<file path="config.mk">
export PLATFORM = sky130hd
export DESIGN_NAME = rr_arbiter8
export DESIGN_NICKNAME = d
export VERILOG_FILES = /design/src/rtl/rr_arbiter8.sv
export SDC_FILE = /design/constraint.sdc
export NUM_CORES = 1
export LEC_CHECK = 0
export BUFFER_PORTS_ARGS = -buffer_cell sky130_fd_sc_hd__buf_2
export CORE_MARGIN = 1
export CORE_UTILIZATION = 47
export CTS_CLUSTER_SIZE = 16
export DETAILED_ROUTE_END_ITERATION = 10
export PLACE_DENSITY_LB_ADDON = 0.05
export SETUP_SLACK_MARGIN = 0.2
export SLEW_MARGIN = 20
export SYNTH_ARGS = -nofsm -noshare
export SYNTH_HDL_FRONTEND = slang
export SYNTH_SLANG_ARGS = --single-unit
</file>
<file path="constraint.sdc">
create_clock -name clk -period 3.3 [get_ports clk]
set_input_delay 0.165 -clock clk [delete_from_list [all_inputs] [get_ports clk]]
set_output_delay 0.165 -clock clk [all_outputs]
set_load 0.005 [all_outputs]
</file>
<file path="src/rtl/rr_arbiter8.sv">
// Eight-input round-robin arbiter with registered one-hot grant and a grant-hold timeout.
// Feeds the 8-to-3 encoder directly, so grant is guaranteed never to be multi-hot.
module rr_arbiter8 #(
    parameter int TIMEOUT = 15
) (
    input  logic       clk,
    input  logic       rst_n,
    input  logic [7:0] req,
    input  logic       en,
    output logic [7:0] grant,
    output logic       grant_valid,
    output logic       timeout_pulse
);

    localparam int                CNT_W   = (TIMEOUT < 2) ? 1 : $clog2(TIMEOUT + 1);
    localparam logic [CNT_W-1:0]  CNT_MAX = CNT_W'(TIMEOUT);
    localparam logic [CNT_W-1:0]  CNT_ONE = CNT_W'(1);

    typedef enum logic {
        IDLE  = 1'b0,
        GRANT = 1'b1
    } state_t;

    state_t           r_state;
    logic [2:0]       r_ptr;
    logic [CNT_W-1:0] r_cnt;
    logic [7:0]       r_grant;
    logic             r_tpulse;

    state_t           w_state_nx;
    logic [2:0]       w_ptr_nx;
    logic [CNT_W-1:0] w_cnt_nx;
    logic [7:0]       w_grant_nx;
    logic             w_tpulse_nx;
    logic [3:0]       w_srch_all;
    logic [3:0]       w_srch_oth;
    logic [CNT_W-1:0] w_cnt_inc;
    logic             w_expired;

    // Circular first-set search starting at 'start'; returns {hit, index}.
    function automatic logic [3:0] f_search(input logic [7:0] mask, input logic [2:0] start);
        logic [3:0] res;
        logic [2:0] idx;
        res = 4'b0000;
        for (int k = 7; k >= 0; k--) begin
            idx = start + 3'(k);
            if (mask[idx]) res = {1'b1, idx};
        end
        return res;
    endfunction

    function automatic logic [7:0] f_onehot(input logic [2:0] idx);
        return 8'b0000_0001 << idx;
    endfunction

    always_ff @(posedge clk or negedge rst_n) begin
        if (!rst_n) begin
            r_state  <= IDLE;
            r_ptr    <= 3'd7;
            r_cnt    <= '0;
            r_grant  <= 8'h00;
            r_tpulse <= 1'b0;
        end else begin
            r_state  <= w_state_nx;
            r_ptr    <= w_ptr_nx;
            r_cnt    <= w_cnt_nx;
            r_grant  <= w_grant_nx;
            r_tpulse <= w_tpulse_nx;
        end
    end

    // In GRANT r_ptr is the current holder, so masking it excludes the holder from the rotation.
    assign w_srch_all = f_search(req, r_ptr + 3'd1);
    assign w_srch_oth = f_search(req & ~f_onehot(r_ptr), r_ptr + 3'd1);
    assign w_cnt_inc  = (TIMEOUT != 0 && r_cnt != CNT_MAX) ? r_cnt + CNT_ONE : r_cnt;
    assign w_expired  = (TIMEOUT != 0) && (r_cnt == CNT_MAX);

    always_comb begin
        w_state_nx  = r_state;
        w_ptr_nx    = r_ptr;
        w_cnt_nx    = r_cnt;
        w_grant_nx  = r_grant;
        w_tpulse_nx = 1'b0;
        case (r_state)
            IDLE: begin
                w_grant_nx = 8'h00;
                w_cnt_nx   = '0;
                if (en && w_srch_all[3]) begin
                    w_state_nx = GRANT;
                    w_ptr_nx   = w_srch_all[2:0];
                    w_grant_nx = f_onehot(w_srch_all[2:0]);
                    w_cnt_nx   = CNT_ONE;
                end
            end
            GRANT: begin
                if (!en) begin
                    w_state_nx = IDLE;
                    w_grant_nx = 8'h00;
                    w_cnt_nx   = '0;
                end else if (!req[r_ptr]) begin
                    if (w_srch_oth[3]) begin
                        w_ptr_nx   = w_srch_oth[2:0];
                        w_grant_nx = f_onehot(w_srch_oth[2:0]);
                        w_cnt_nx   = CNT_ONE;
                    end else begin
                        w_state_nx = IDLE;
                        w_grant_nx = 8'h00;
                        w_cnt_nx   = '0;
                    end
                end else if (w_expired) begin
                    w_tpulse_nx = 1'b1;
                    w_cnt_nx    = CNT_ONE;
                    if (w_srch_oth[3]) begin
                        w_ptr_nx   = w_srch_oth[2:0];
                        w_grant_nx = f_onehot(w_srch_oth[2:0]);
                    end
                end else begin
                    w_cnt_nx = w_cnt_inc;
                end
            end
            default: begin
                w_state_nx = IDLE;
                w_grant_nx = 8'h00;
                w_cnt_nx   = '0;
            end
        endcase
    end

    always_comb begin
        grant         = r_grant;
        grant_valid   = |r_grant;
        timeout_pulse = r_tpulse;
    end

endmodule

</file>
==> run_results.csv, run 1 <==
group,metric,value,unit
sta,min_period,3210,ps
critical_path,cp.arrival,3400,ps
critical_path,crit_fanout,7,
clock_tree,h-tree-depth,1,
yosys,syn_inst,343,
final_layout,seqCellArea,429,µm²
floorplan,ios,21,
clock_tree,clk_pin_slew,80,ps
yosys,seq_area_frac_synth,14.2,%
clock_tree,cts.sinks,17,
clock_tree,cts_buffers,3,
final_layout,nNetsFinal,440,
final_layout,final_cell_mix,"buf_4 (57), nand2_1 (32), buf_2 (20)",
yosys,synthArstFlopShare,100,%
final_layout,antenna_cells,0,
floorplan,die-area,6780,µm²
worst_hold_path,hold_class,"primary input to flop",
placed_design,io_buffers,20,
final_layout,fillers,472,
global_routing,grt_max_degree,23,
clock_tree,worst_skew_pair.late_latency,260,ps
sta,clock.fmax,312,MHz
yosys,synth_area,3030,µm²
yosys,yosysWarnings,0,
clock_tree,clock-root-buffer,"clkbuf_8",
floorplan,core,6060,µm²
route,vias_per_cell,6.64,
yosys,synth_edf_count,0,
sta,final_max_slew_viol_count,0,
yosys,synth_area_per_cell,8.84,µm²
final_layout,final_core_util,68.9,%
global_routing,grt_pass1_vias,3146,
clock_tree,cts_tree,"yes",
route,wl_per_cell,20.3,µm
route,drc,0,
critical_path,required,3490,ps
final_layout,areaGrowthSynthToFinish,37.7,%
route,ant_nets,0,
route,first_pass_iters,5,
placed_design,gp_congestion,0.965,
route,drtIter0Drc,245,
critical_path,crit_type,"flop to flop",
floorplan,initial_core_util,50.0,%
sta,post-route-period-util,97.3,%
final_layout,final_common_cell,"buf_4",
job,cap_violations,0,
yosys,synth_nets,363,
clock_tree,cts.path.max_buffers,2,
global_routing,grt-ovfl-total,0,
sta,setup_viol,0,
outcome,status,"finished clean",
final_layout,drive_gt1_share,46.5,%
sta,rsz0062_at_grt,"yes",
floorplan,die_w,82.3,µm
sta,max_slew.worst_pin.slew,469,ps
floorplan,num_rows,28,
final_layout,multi_input_area,2840,µm²
route,wl,10100,µm
yosys,synth_ff_type,"dfrtp_1",
placed_design,dp_hpwl,7150,µm
sta,finalHoldViolCount,0,
global_routing,grt_use_total,31.3,%
global_routing,antenna_found_initial,0,
critical_path,worst_setup_path_end_kind,"flop",
sta,maxSlewHeadroom,67.8,%
global_routing,grt_pass1_wl,16000,µm
sta,skew,8.37,ps
yosys,synth_cell_types,79,
critical_path,setup.worst_path.start_class,"flop",
floorplan,die_y,82.3,µm
route,via_count,3278,
yosys,ys_ff_latch,17,
==> metrics by stage <==
step                      std cells  setup TNS [ps]  hold WS (ps)  setup WS, ps  area, µm²
after floorplan                 343               0          -131          90.5       3090
after global placement          456               0           108          33.0       3440
after detailed placement        456          -0.923           112        -0.923       3440
after CTS                       489               0           194           149       4010
after global routing            494           -54.0           308         -42.5       4170
final                           494               0           307          90.2       4170
==> cell type report <==
type | count | share of cell area [%]
Tap cell | 75 | 2.25
Inverter | 9 | 0.869
Sequential cell | 17 | 10.3
Clock inverter | 1 | 0.120
Timing Repair Buffer | 93 | 17.5
Multi-Input combinational cell | 296 | 68.0
Clock buffer | 3 | 0.989
==> cells by family after synthesis <==
family,after synthesis,synth area share [%]
DFF,17,14.2
adders and majority gates,10,4.04
AOI/OAI and AO/OA,114,27.9
muxes,47,23.9
xor gates and xnor gates,9,4.21
and+or+nand+nor,116,20.6
buffers and inverters,30,5.28
==> final timing paths <==
check / to / from / depth (start not counted) / slack [ps]
worst max-delay path: r_ptr[1]$_DFFE_PN1P_ / r_ptr[0]$_DFFE_PN1P_ / 12 / 90
worst min-delay path: r_state$_DFF_PN0_ / en / 3 / 310
worst max register to register: r_ptr[1]$_DFFE_PN1P_ / r_ptr[0]$_DFFE_PN1P_ / 12 / 90
worst min register to register: grant[1]$_DFFE_PN0P_ / grant[1]$_DFFE_PN0P_ / 2 / 530
max in group asynchronous: r_ptr[1]$_DFFE_PN1P_ / rst_n / 2 / 2580
min in group asynchronous: grant[0]$_DFFE_PN0P_ / rst_n / 2 / 390
==> flip-flops by register name (all words and copies together), names as in the netlist <==
register and cells:
r_state 1, timeout_pulse 1, r_cnt 4, grant 8, r_ptr 3
==> what timing repair did <==
item,4_1_cts,5_1_grt
hold buffers,1,0
endpoints found under the setup margin,12,12
pin swaps,32,17
hold endpoints to repair,14,0
resized for setup,62,23
setup buffers,28,5
==> metal layers <==
metal	vias up	global-route usage, %	share of wire [%]
met5	-	0	0
met4	0	9.47	2.5
met3	24	4.95	5.7
met2	162	50.6	47
met1	1588	42.8	45
li1	1504	-	-
==> cells in the mapped netlist, types with 3 or more instances <==
library cell  instances  area [µm²]
o21ai_1               5        25.0
nand2b_1              9        56.3
buf_4                 3        22.5
inv_1                 8        30.0
nand3_1               8        40.0
clkbuf_1              8        30.0
a21oi_1              20         100
mux4_2               19         428
o22a_1                5        43.8
buf_6                 4        45.0
dfrtp_1              14         350
buf_2                 5        25.0
nor2_1               20        75.1
nor3b_1               3        22.5
dfstp_2               3        78.8
and2_1                9        56.3
o21a_1                3        22.5
mux2i_1              16         160
ha_1                  9         113
o211ai_1              9        67.6
a32oi_1               4        35.0
o21ai_0               8        40.0
a22oi_1               4        30.0
nand2_1              35         131
mux2_1                4        45.0
o22ai_1              10        62.6
xnor2_2               3        48.8
nor2b_1               6        37.5
o221ai_1              3        26.3
o31ai_1               7        52.6
a211o_1               3        26.3
o32ai_1               3        26.3
nor4_1                4        25.0
mux2_2                8        90.1
==> worst max-delay path, cell delays in order, from the launching register on <==
cell and delay (ps):
dfstp_2 620, inv_4 80, ha_4 350, buf_8 150, buf_8 140, mux2i_2 260
mux4_2 330, inv_1 70, a211o_1 240, a211o_1 360, a21oi_2 180, a31oi_1 60
mux2_2 280
Power of run 1 is left out: the tool's default activity adds up to more than one toggle a clock period on the data nets, which glitch-free logic cannot reach.
==> run 2: changes to the inputs <==
- BUFFER_PORTS_ARGS: -buffer_cell sky130_fd_sc_hd__buf_2 -> -buffer_cell sky130_fd_sc_hd__clkbuf_2
- CAP_MARGIN: not set -> 20
==> run 2 against run 1 <==
Hold slack got worse by 110 ps. Via count decreased by 4.4%. Die area unchanged. Critical path depth decreased by 1. Worst setup slack got worse by 19 ps. Cell count down 2.8%. Non-clock buffer count down 14. Sequential cell count unchanged. Utilization shrank 3.8 points. Critical path type unchanged. Critical endpoint is now grant[7]$_DFFE_PN0P_.
==> run_results.csv, run 2 (synthesis results as in run 1) <==
group,metric,value,unit
placed_design,gp_congestion,0.934,
final_layout,final_common_cell,"buf_4",
critical_path,worst_setup_path_end_kind,"flop",
clock_tree,clk_pin_slew,70,ps
final_layout,fillers,506,
floorplan,ios,21,
global_routing,grt_pass1_wl,14600,µm
placed_design,dp_hpwl,7050,µm
sta,fin_hold_ws,197,ps
final_layout,drive_gt1_share,42.2,%
critical_path,cp.arrival,3360,ps
sta,max_slew.worst_pin.slew,517,ps
clock_tree,h-tree-depth,1,
final_layout,nNetsFinal,426,
route,vias_per_cell,6.53,
clock_tree,worst_skew_pair.late_latency,250,ps
final_layout,multi_input_area,2720,µm²
global_routing,grt_max_degree,31,
floorplan,die_y,82.3,µm
global_routing,antenna_found_initial,0,
floorplan,initial_core_util,50.0,%
sta,rsz0062_at_grt,"yes",
sta,min_period,3230,ps
sta,post-route-period-util,97.8,%
route,ant_nets,0,
route,wl,9290,µm
placed_design,io_buffers,20,
sta,setup_viol,0,
sta,clock.fmax,310,MHz
placed_design,dpl.cell_count,452,
floorplan,die_w,82.3,µm
final_layout,final_cell_count_no_fill,480,
clock_tree,cts_tree,"yes",
critical_path,crit_fanout,8,
critical_path,crit_type,"flop to flop",
route,wl_per_cell,19.4,µm
sta,finalSetupTns,0,ps
sta,final_max_slew_viol_count,0,
sta,skew,3.28,ps
final_layout,seqCellArea,429,µm²
clock_tree,cts.path.max_buffers,2,
clock_tree,cts_buffers,3,
floorplan,core,6060,µm²
critical_path,setup.worst_path.start_class,"flop",
critical_path,required,3430,ps
global_routing,grt_pass1_vias,2849,
route,drtIter0Drc,224,
worst_hold_path,hold_class,"primary input to flop",
final_layout,largest_reg_flops,8,
global_routing,grt_use_total,28.7,%
global_routing,grt-ovfl-total,0,
outcome,status,"finished clean",
sta,maxSlewHeadroom,65.2,%
sta,finalHoldViolCount,0,
route,first_pass_iters,5,
floorplan,num_rows,28,
floorplan,die-area,6780,µm²
clock_tree,cts.sinks,17,
final_layout,antenna_cells,0,
job,cap_violations,0,
route,via_count,3134,
clock_tree,clock-root-buffer,"clkbuf_8",
final_layout,areaGrowthSynthToFinish,30.0,%
route,drc,0,
final_layout,final_cell_mix,"buf_4 (49), nand2_1 (33), clkbuf_2 (20)",
==> run 2: cell type report <==
class / count / share of cell area [%]
Sequential cell: 17 / 10.9
Clock buffer: 4 / 1.14
Timing Repair Buffer: 79 / 15.8
Tap cell: 75 / 2.38
Multi-Input combinational cell: 296 / 69.0
Inverter: 9 / 0.857
==> run 2: what timing repair did <==
| item | CTS | global route |
|---|---|---|
| buffers inserted | 22 | 0 |
| endpoints found under the hold margin | 14 | 0 |
| hold buffers | 1 | 0 |
| gates cloned | 1 | 0 |
| pin swaps | 15 | 8 |
| endpoints found under the setup margin | 12 | 12 |
| resized for setup | 32 | 21 |
==> run 2: metrics by stage <==
step	util (%)	cell area (µm²)	setup WS, ps
finish	65.0	3940	71.3
CTS	63.4	3840	159
global route	65.0	3940	-46.6
global placement	56.5	3430	22.3
floorplan	-	3090	90.5
detailed placement	56.5	3430	-8.84
==> run 2: routing by layer <==
metal	wire [µm]	global-route usage [%]	up-vias
li1	-	-	1489
met1	4130	38.6	1523
met2	4570	50.0	109
met3	476	3.19	13
met4	114	4.56	0
met5	0	0	-
==> run 2: worst max-delay path: stages (launching register included) <==
cell      delay (ps)
dfstp_2          600
inv_2             70
ha_4             370
buf_12           140
mux2_2           350
mux2_2           320
nand2b_1         150
a221o_1          310
a211o_1          280
and2_4           170
a32oi_2          220
o31ai_2          110
==> run 2: worst paths after layout <==
path / startpoint / to / slack, ps / depth (start not counted)
max: r_ptr[0]$_DFFE_PN1P_ / grant[7]$_DFFE_PN0P_ / 70 / 11
min: en / r_state$_DFF_PN0_ / 200 / 2
max reg2reg: r_ptr[0]$_DFFE_PN1P_ / grant[7]$_DFFE_PN0P_ / 70 / 11
min reg2reg: grant[0]$_DFFE_PN0P_ / grant[0]$_DFFE_PN0P_ / 530 / 2
max in group asynchronous: rst_n / r_ptr[0]$_DFFE_PN1P_ / 2560 / 2
min in group asynchronous: rst_n / grant[2]$_DFFE_PN0P_ / 400 / 2
Power of run 2 is left out for the same reason.
